**src/rtl/sdio_pkg.sv**
```systemverilog
// sdio_pkg: shared types and constants for the SDIO controller register-bus host.
package sdio_pkg;

  localparam int unsigned REG_HOST_LEN_W = 4;
  localparam int unsigned REG_ADDR_W     = 8;

  // DMA address register pair; the low byte access freezes the high byte.
  localparam logic [REG_ADDR_W-1:0] REG_DMA_ADDR_LO = 8'd134;
  localparam logic [REG_ADDR_W-1:0] REG_DMA_ADDR_HI = 8'd135;

  typedef enum logic [2:0] {
    ST_IDLE,
    ST_WDATA,
    ST_WSTB,
    ST_RSTB,
    ST_RCAP,
    ST_RHOLD
  } reg_host_state_t;

  // Next beat address: increment modulo 256, or hold for fixed bursts.
  function automatic logic [REG_ADDR_W-1:0] reg_addr_adv(input logic [REG_ADDR_W-1:0] addr,
                                                         input logic                  inc);
    return inc ? (addr + REG_ADDR_W'(1)) : addr;
  endfunction

endpackage

```
**src/rtl/sdio_reg_host.sv**
```systemverilog
// sdio_reg_host: burst request to single-cycle register-bus strobe initiator.
// Optional write-data watchdog enabled by defining SDIO_REG_HOST_WDOG_EN.
module sdio_reg_host
  import sdio_pkg::*;
#(
  parameter int unsigned WDOG_CYCLES = 255
) (
  input  logic                      sys_clk,
  input  logic                      rst,
  input  logic                      req_valid,
  output logic                      req_ready,
  input  logic                      req_write,
  input  logic [REG_ADDR_W-1:0]     req_addr,
  input  logic [REG_HOST_LEN_W-1:0] req_len,
  input  logic                      req_inc,
  input  logic                      wdata_valid,
  output logic                      wdata_ready,
  input  logic [REG_ADDR_W-1:0]     wdata,
  output logic                      rdata_valid,
  input  logic                      rdata_ready,
  output logic [REG_ADDR_W-1:0]     rdata,
  output logic                      done,
  output logic                      err,
  output logic                      busy,
  output logic [REG_ADDR_W-1:0]     reg_addr,
  output logic [REG_ADDR_W-1:0]     reg_wdata,
  output logic                      reg_data_wr,
  output logic                      reg_addr_wr,
  input  logic [REG_ADDR_W-1:0]     reg_rdata
);

  reg_host_state_t           state, state_nxt;
  logic [REG_ADDR_W-1:0]     cur_addr;
  logic [REG_ADDR_W-1:0]     addr_adv;
  logic [REG_HOST_LEN_W-1:0] beats_left;
  logic                      inc;
  logic                      dir;
  logic                      accept;
  logic                      beat_end;
  logic                      last_beat;
  logic                      wdog_abort;

  logic req_ready_nxt;
  logic wdata_ready_nxt;
  logic rdata_valid_nxt;
  logic reg_data_wr_nxt;
  logic reg_addr_wr_nxt;
  logic busy_nxt;
  logic done_nxt;

  if ((WDOG_CYCLES < 1) || (WDOG_CYCLES > 255)) begin : g_wdog_range_chk
    $error("sdio_reg_host: WDOG_CYCLES must be in 1..255");
  end

  assign accept    = (state == ST_IDLE) && req_valid;
  assign beat_end  = (state == ST_WSTB) || ((state == ST_RHOLD) && rdata_ready);
  assign last_beat = (beats_left == '0);
  assign addr_adv  = reg_addr_adv(cur_addr, inc);

`ifdef SDIO_REG_HOST_WDOG_EN
  localparam logic [7:0] WDOG_LIMIT = 8'(WDOG_CYCLES);

  logic [7:0] wdog_cnt;
  logic       wdog_stall;

  assign wdog_stall = (state == ST_WDATA) && !wdata_valid;
  assign wdog_abort = wdog_stall && ((wdog_cnt + 8'd1) == WDOG_LIMIT);

  // Count consecutive write-data stall cycles; any other cycle restarts the count.
  always_ff @(posedge sys_clk) begin
    if (rst) begin
      wdog_cnt <= '0;
    end else if (wdog_stall) begin
      wdog_cnt <= wdog_cnt + 8'd1;
    end else begin
      wdog_cnt <= '0;
    end
  end

  // Sticky abort flag, cleared when the next request is accepted.
  always_ff @(posedge sys_clk) begin
    if (rst) begin
      err <= 1'b0;
    end else if (accept) begin
      err <= 1'b0;
    end else if (wdog_abort) begin
      err <= 1'b1;
    end
  end
`else
  assign wdog_abort = 1'b0;
  assign err        = 1'b0;
`endif

  // State and registered control outputs.
  always_ff @(posedge sys_clk) begin
    if (rst) begin
      state       <= ST_IDLE;
      req_ready   <= 1'b1;
      wdata_ready <= 1'b0;
      rdata_valid <= 1'b0;
      reg_data_wr <= 1'b0;
      reg_addr_wr <= 1'b0;
      busy        <= 1'b0;
      done        <= 1'b0;
    end else begin
      state       <= state_nxt;
      req_ready   <= req_ready_nxt;
      wdata_ready <= wdata_ready_nxt;
      rdata_valid <= rdata_valid_nxt;
      reg_data_wr <= reg_data_wr_nxt;
      reg_addr_wr <= reg_addr_wr_nxt;
      busy        <= busy_nxt;
      done        <= done_nxt;
    end
  end

  // Next-state: one strobe per beat, next beat direction taken from the latched request.
  always_comb begin
    state_nxt = state;
    case (state)
      ST_IDLE:  if (req_valid) state_nxt = req_write ? ST_WDATA : ST_RSTB;
      ST_WDATA: begin
        if (wdata_valid) begin
          state_nxt = ST_WSTB;
        end else if (wdog_abort) begin
          state_nxt = ST_IDLE;
        end
      end
      ST_WSTB, ST_RHOLD: begin
        if (beat_end) begin
          if (last_beat) begin
            state_nxt = ST_IDLE;
          end else begin
            state_nxt = dir ? ST_WDATA : ST_RSTB;
          end
        end
      end
      ST_RSTB:  state_nxt = ST_RCAP;
      ST_RCAP:  state_nxt = ST_RHOLD;
      default:  state_nxt = ST_IDLE;
    endcase
  end

  // Output decode of the upcoming state so every control output leaves a flop.
  always_comb begin
    req_ready_nxt   = (state_nxt == ST_IDLE);
    wdata_ready_nxt = (state_nxt == ST_WDATA);
    rdata_valid_nxt = (state_nxt == ST_RHOLD);
    reg_data_wr_nxt = (state_nxt == ST_WSTB);
    reg_addr_wr_nxt = (state_nxt == ST_RSTB);
    busy_nxt        = (state_nxt != ST_IDLE);
    done_nxt        = (beat_end && last_beat) || wdog_abort;
  end

  // Burst context, register-bus address/data and captured read data.
  always_ff @(posedge sys_clk) begin
    if (rst) begin
      cur_addr   <= '0;
      beats_left <= '0;
      inc        <= 1'b0;
      dir        <= 1'b0;
      reg_addr   <= '0;
      reg_wdata  <= '0;
      rdata      <= '0;
    end else begin
      if (accept) begin
        cur_addr   <= req_addr;
        beats_left <= req_len;
        inc        <= req_inc;
        dir        <= req_write;
        if (!req_write) reg_addr <= req_addr;
      end
      if ((state == ST_WDATA) && wdata_valid) begin
        reg_wdata <= wdata;
        reg_addr  <= cur_addr;
      end
      if (beat_end && !last_beat) begin
        cur_addr   <= addr_adv;
        beats_left <= beats_left - REG_HOST_LEN_W'(1);
        if (!dir) reg_addr <= addr_adv;
      end
      if (state == ST_RCAP) rdata <= reg_rdata;
    end
  end

endmodule

```
**config.mk**
```make
export PLATFORM = sky130hd
export DESIGN_NAME = sdio_reg_host
export DESIGN_NICKNAME = d
export VERILOG_FILES = /design/src/rtl/sdio_pkg.sv /design/src/rtl/sdio_reg_host.sv
export SDC_FILE = /design/constraint.sdc
export NUM_CORES = 1
export LEC_CHECK = 0
export CORE_ASPECT_RATIO = 1.25
export CORE_MARGIN = 3
export CORE_UTILIZATION = 28
export DETAILED_ROUTE_END_ITERATION = 6
export PLACE_DENSITY_LB_ADDON = 0.3
export SETUP_SLACK_MARGIN = 0.5
export SYNTH_ARGS = -nofsm -noshare
export SYNTH_HDL_FRONTEND = slang
export SYNTH_SLANG_ARGS = --single-unit
```
**constraint.sdc**
```tcl
create_clock -name sys_clk -period 1.9 [get_ports sys_clk]
set_input_delay 0.38 -clock sys_clk [delete_from_list [all_inputs] [get_ports sys_clk]]
set_output_delay 0.38 -clock sys_clk [all_outputs]
set_load 0.005 [all_outputs]
```
==> results of run 1 <==
[logic make-up after synthesis]
kind of cell / count (synthesis)
fa+ha+maj: 2
compound gates: 71
xor+xnor: 3
simple gates: 93
mux: 19
flops: 48
other cells: 1
buf+inv: 22
[area by class of cell]
type,instances,area [um2],share of cell area
multi-input cells,189,1320,0.377
flip-flops and latches,48,996,0.284
repair buffers,105,965,0.275
well taps,92,115,0.0328
clock buffers,5,68.8,0.0196
inverters,6,22.5,0.00642
clock inverters,3,18.8,0.00535
[routing by layer]
metal	wire length (um)	vias up	global-route usage
met5	0	-	0
met1	2690	1057	0.166
met2	3370	47	0.248
met4	40	0	0.0430
li1	-	1121	-
met3	282	2	0.0271
[worst reg2reg max path: cells and delay by family (launching register included)]
family / cells / cell delay [ns]
AND/OR/NAND/NOR: 3 / 0.52
flip-flops: 1 / 0.34
AO/OA/AOI/OAI: 2 / 0.26
adder cells (fa/ha/maj): 1 / 0.14
buffers and inverters: 3 / 0.36
[Yosys cell counts (2+ instances only)]
cell	n
nor2b_1	4
dfxtp_1	48
a2111o_1	3
nor3b_1	3
a222oi_1	3
o21a_1	2
nor3_1	5
a22oi_1	7
and3_1	2
nor2_1	34
a211oi_1	5
xor2_1	3
inv_1	6
o21ai_0	13
mux2i_1	14
clkbuf_1	7
o31ai_1	5
buf_2	6
nand2_1	30
nand3b_1	2
o221ai_1	2
mux2_2	5
nand3_1	3
ha_1	2
a21oi_1	24
[timing repair]
action / CTS / global route
gates resized for setup: 94 / 15
setup buffers: 12 / 5
endpoints found under the setup margin: 71 / 43
cloned: 1 / 0
pin swaps: 13 / 11
[how the worst min path moves through the flow]
stage | start | end | slack (ns) | depth (start not counted)
2_1_floorplan | reg_wdata[0] | reg_wdata[0] | 0.45 | 2
3_3_place_gp | reg_wdata[7] | reg_wdata[7] | 0.44 | 2
3_5_place_dp | reg_wdata[7] | reg_wdata[7] | 0.45 | 2
4_1_cts | reg_wdata[7] | reg_wdata[7] | 0.46 | 2
5_1_grt | reg_wdata[7] | reg_wdata[7] | 0.48 | 2
6_report | reg_wdata[7] | reg_wdata[7] | 0.46 | 2
[sequential cells by signal, indices dropped and copies added (netlist names), 3 cells and up]
name,flops
reg_wdata,8
reg_addr,8
state,3
rdata,8
beats_left,4
cur_addr,8
[through the flow]
stage | cells | setup WS [ns] | hold WS [ns] | TNS [ns] | area, um2
finish | 448 | 0.148 | 0.456 | 0 | 3510
floorplan | 259 | 0.169 | 0.453 | 0 | 2280
CTS | 443 | 0.209 | 0.456 | 0 | 3410
global route | 448 | 0.0404 | 0.480 | 0 | 3510
global placement | 422 | -0.130 | 0.442 | -2.20 | 3120
detailed placement | 422 | -0.164 | 0.447 | -2.54 | 3120
[power groups by stage]
stage	combinational, mW	sequential, mW	clock, mW
6_report	0.928	1.18	0.610
3_5_place_dp	0.736	1.21	0
3_3_place_gp	0.731	1.20	0
4_1_cts	0.838	1.18	0.641
2_1_floorplan	0.414	1.19	0
5_1_grt	1.01	1.20	0.683
[cells in the final DEF, fill, tap and decap left out, drive strengths merged, types with 3 or more instances in the layout]
| cell | n |
|---|---|
| mux2i | 14 |
| nor2 | 35 |
| dlygate4sd2 | 33 |
| o31ai | 5 |
| nand2 | 30 |
| inv | 6 |
| a21oi | 24 |
| o21ai | 14 |
| clkbuf | 5 |
| nand3 | 3 |
| a2111o | 3 |
| a222oi | 3 |
| buf | 41 |
| clkinv | 3 |
| nor3 | 5 |
| clkdlybuf4s50 | 30 |
| xor2 | 3 |
| nor3b | 3 |
| nor2b | 4 |
| dfxtp | 48 |
| mux2 | 5 |
| a211oi | 6 |
| a22oi | 7 |
==> impl_metrics.ini, run 1 <==
[sta]
maxSlewViolCount = 0
finalCritPeriodShare = 0.922
rsz0062_at_grt = yes
skew_ns = 0.00307
worst_slew_pin_slew_ns = 0.642
min_period_ns = 1.75
finalSetupViolCount = 0
timing.slew.headroom = 0.572
finalHoldViolCount = 0
fmax_mhz = 571

[clock_tree]
htreeDepth = 2
holdBufCountCts = 0
tritoncts = done
ctsRootBufferMaster = clkbuf_8
cts_made_buffers = 5
insertion_delay_ns = 0.30
path_clk_slew_ns = 0.09
cts.sinks = 48
clockBufferDepth = 2

[synth]
ys_async_sr_fraction = 0
synth_largest_area_cell = dfxtp_1
synth_warnings = 0
synth_edf_count = 0
synth_top_area_share = 0.429
synth_top_family_by_area = compound AO/OA/AOI/OAI gates
postSynthAreaPerCell_um2 = 8.65
synth.distinct_cells = 46
yosysSeqAreaShare = 0.429
synthSimpleGateAreaFrac = 0.200
synth_compound_area_frac = 0.213
yosys.area_share.xor_xnor = 0.0117
synthCells = 259
synth_area_mm2 = 0.00224
ys_ff_latch = 48
synth_fa_ha_area_frac = 0.0112
mappedNetlistNets = 296
synth_area_leaders = dfxtp_1, mux2i_1, nor2_1
synth_top_flop_cell = dfxtp_1
synth_mux_area_frac = 0.0877

[power_and_ir_drop]
seqPwrFrac = 0.435
intPower_mw = 1.87
max-vdd-ir-drop_mv = 0.421
p_total_mw = 2.72
pwr-share-clk = 0.224
leakagePower_nw = 1.46
switchingPower_mw = 0.847
power_density_mw_per_mm2 = 776
pwr-share-comb = 0.341
switching_share = 0.311

[setup_path]
slowest_stage = or3b_4
cp_common_cell = nor2_1
crit_end = beats_left[0]
crit_path_cell_trace = inv_2 -> ha_4 -> or3b_4 -> buf_12 -> o21ai_2 -> buf_6 -> nor2_1 -> a221oi_1 -> nor2_1
critical_path_arrival_ns = 1.92
crit_buf_inv = 3
cp_slowest_stage_delay_ns = 0.42
startpoint = beats_left[0]
end_kind = flip-flop
path_class = flip-flop to flip-flop
crit_family = simple AND/OR/NAND/NOR gates
rrSetupSlack_ns = 0.15
r2r-start = beats_left[0]
worst-r2r-cell-count = 9
crit_fanout = 8
cp.depth = 9
critPathRequiredTime_ns = 2.07
r2r_end = beats_left[0]
setup.worst_path.start_class = flip-flop

[finish]
drive_gt1_frac = 0.298
final_nets = 392
utilization = 0.463
fillCellCount = 763
insertedDiodeCount = 0
areaGrowthSynthToFinish_pct = 56.6

[drt]
drtIter0Drc = 107
routed_wl_mm = 6.38
num_vias = 2227
drc = 0
viasPerCell = 4.97
drtPass1Iterations = 4
wire_per_inst_um = 14.2
drt.antenna.violating_nets = 0

[floorplanning]
die-area_mm2 = 0.00912
ios = 67
design.core.area_mm2 = 0.00758
die_w_um = 86.0
chipHeight_um = 106
rows = 35
initial_utilization = 0.296

[place]
gp_congestion = 0.813
dpl.hpwl_mm = 4.34
port-buffer-count = 65

[global_routing]
grt_max_degree = 37
grt_pass1_wl_mm = 10.3
grt_usage = 0.139
grt_pass1_vias = 2235
antenna_found_initial = 0
grt_overflow_total = 0

[outcome]
status = finished, final reports clean

[run]
drv_cap = 0

[worst_hold_path]
hp-class = flip-flop to flip-flop
(Power assumes the default switching activity.)
==> run 2: changes to the inputs <==
Settings changed: CAP_MARGIN from default to 10, TNS_END_PERCENT from default to 5.
==> run 2 against run 1 <==
Sequential share of layout area is 0.57 points higher. First-iteration DRC count is 27% lower. Die area stayed put. Clock-buffer cell count is 1 higher. Critical endpoint is now reg_addr[3]. Non-clock buffer count is 4 lower. Maximum frequency is 5.2% higher. Combinational power is 11% lower. Cell area is 4.1% lower. Via count is 2.2% lower. Highest routed layer unchanged.
==> impl_metrics.ini, run 2 (same netlist as run 1, synthesis figures left out) <==
[global_routing]
grt_overflow_total = 0
grt_usage = 0.134
grt_max_degree = 33
grt_pass1_wl_mm = 10.1
antenna_found_initial = 0
grt_pass1_vias = 2169

[drt]
drtPass1Iterations = 5
drtIter0Drc = 78
viasPerCell = 4.91
num_vias = 2177
drc = 0
drt.antenna.violating_nets = 0
routed_wl_mm = 5.98
wire_per_inst_um = 13.5

[worst_hold_path]
hp-class = flip-flop to flip-flop
min_from = reg_wdata[1]
hold_end = reg_wdata[1]
whs_path_depth = 2

[setup_path]
setup.worst_path.start_class = flip-flop
critical_path_arrival_ns = 1.83
crit_fanout = 5
r2r-start = state[2]
crit_family = compound AO/OA/AOI/OAI gates
cp.depth = 5
startpoint = state[2]
critPathRequiredTime_ns = 2.07
worst-r2r-cell-count = 5
crit_buf_inv = 0
end_kind = flip-flop
path_class = flip-flop to flip-flop
slowest_stage = or3b_4
crit_path_cell_trace = or3b_4 -> a211oi_4 -> nor2_4 -> a222oi_1 -> nor2_1
r2r_end = reg_addr[3]
cp_slowest_stage_delay_ns = 0.43
rrSetupSlack_ns = 0.24

[sta]
maxSlewViolCount = 0
skew_ns = 0.00376
min_period_ns = 1.66
fin_ws_ns = 0.236
finalSetupViolCount = 0
worst_slew_pin_slew_ns = 0.539
rsz0062_at_grt = yes
fmax_mhz = 601
finalHoldViolCount = 0
finalCritPeriodShare = 0.876
timing.slew.headroom = 0.641

[clock_tree]
htreeDepth = 2
ctsRootBufferMaster = clkbuf_8
path_clk_slew_ns = 0.08
tritoncts = done
clockBufferDepth = 2
cts_made_buffers = 5
holdBufCountCts = 0
insertion_delay_ns = 0.29
cts.sinks = 48

[floorplanning]
rows = 35
design.core.area_mm2 = 0.00758
die-area_mm2 = 0.00912
die_w_um = 86.0
chipHeight_um = 106
initial_utilization = 0.296
ios = 67

[finish]
utilization = 0.444
areaGrowthSynthToFinish_pct = 50.3
final_cell_mix = clkdlybuf4s50_1, dfxtp_1, nor2_1, buf_4, nand2_1
drive_gt1_frac = 0.205
final_cell_count_no_fill = 443
insertedDiodeCount = 0
mostFrequentLayoutCell = clkdlybuf4s50_1
final_nets = 388
fillCellCount = 764

[place]
port-buffer-count = 65
dpl_worst_slack_ns = -0.191
gp_congestion = 0.855
dp.cells = 427
dpl.hpwl_mm = 4.38

[power_and_ir_drop]
p_total_mw = 2.57
max-vdd-ir-drop_mv = 0.357
power_density_mw_per_mm2 = 763
leakagePower_nw = 1.27

[run]
drv_cap = 0

[outcome]
status = finished, final reports clean
[run 2: changes by cell type in the layout (fill, tap and decap cells not counted), moves of 3 or more]
| cell | delta |
|---|---|
| o21ai_1 | -4 |
| dfxtp_1 | +17 |
| o21ai_0 | +5 |
| dfxtp_2 | -17 |
| nand2_2 | -3 |
| dlygate4sd2_1 | -30 |
| buf_6 | -7 |
| nand2_1 | +3 |
| clkdlybuf4s50_1 | +31 |
| buf_4 | +4 |
[run 2: where the power goes]
group / total [mW] / internal [mW] / switching (mW)
registers: 1.18 / 1.11 / 0.0721
logic: 0.825 / 0.465 / 0.360
clock network: 0.566 / 0.251 / 0.315
total: 2.57 / 1.82 / 0.747
[run 2: worst max-delay path by stage]
stage	to	slack (ns)
2_1_floorplan	reg_addr[3]	0.16
3_3_place_gp	busy	-0.16
3_5_place_dp	busy	-0.19
4_1_cts	reg_addr[3]	0.23
5_1_grt	reg_addr[4]	0.14
6_report	reg_addr[3]	0.24
[run 2: metal layers]
metal | vias to the layer above | wire length, um | GRT usage
met3 | 6 | 238 | 0.0217
met5 | - | 0 | 0
met4 | 0 | 72 | 0.0407
met2 | 45 | 3140 | 0.240
li1 | 1106 | - | -
met1 | 1020 | 2530 | 0.161
[run 2: metrics by stage]
step	TNS, ns	instance area (um2)	hold WS, ns
6_report	0	3370	0.456
5_1_grt	0	3370	0.491
4_1_cts	0	3350	0.462
3_5_place_dp	-3.15	3140	0.450
3_3_place_gp	-2.58	3140	0.443
2_1_floorplan	0	2240	0.453
[run 2: cell type report]
cell class / instances / area (um2) / share of cell area
clock buffer: 6 / 72.6 / 0.0216
clock inverter: 1 / 5.00 / 0.00149
inverter: 6 / 22.5 / 0.00669
multi-input combinational: 189 / 1240 / 0.369
sequential: 48 / 975 / 0.289
tap: 92 / 115 / 0.0342
timing repair buffer: 101 / 936 / 0.278
[run 2: repair_timing]
item | in CTS | in global routing
gates cloned | 0 | 0
resized for setup | 31 | 3
pin swaps | 15 | 3
endpoints found under the hold margin | 0 | 0
setup buffers | 8 | 1
setup endpoints to repair | 70 | 71
[run 2: worst register-to-register path, cell delays in order, from the launching register on]
cell	delay (ns)
dfxtp_4	0.36
or3b_4	0.43
a211oi_4	0.30
nor2_4	0.08
a222oi_1	0.30
nor2_1	0.06
==> run 3: changes to the inputs <==
Settings changed: HOLD_SLACK_MARGIN from default to 0.02.
==> results of run 3 <==
Same layout as run 2: the final DEF is identical, and so are final timing and power.
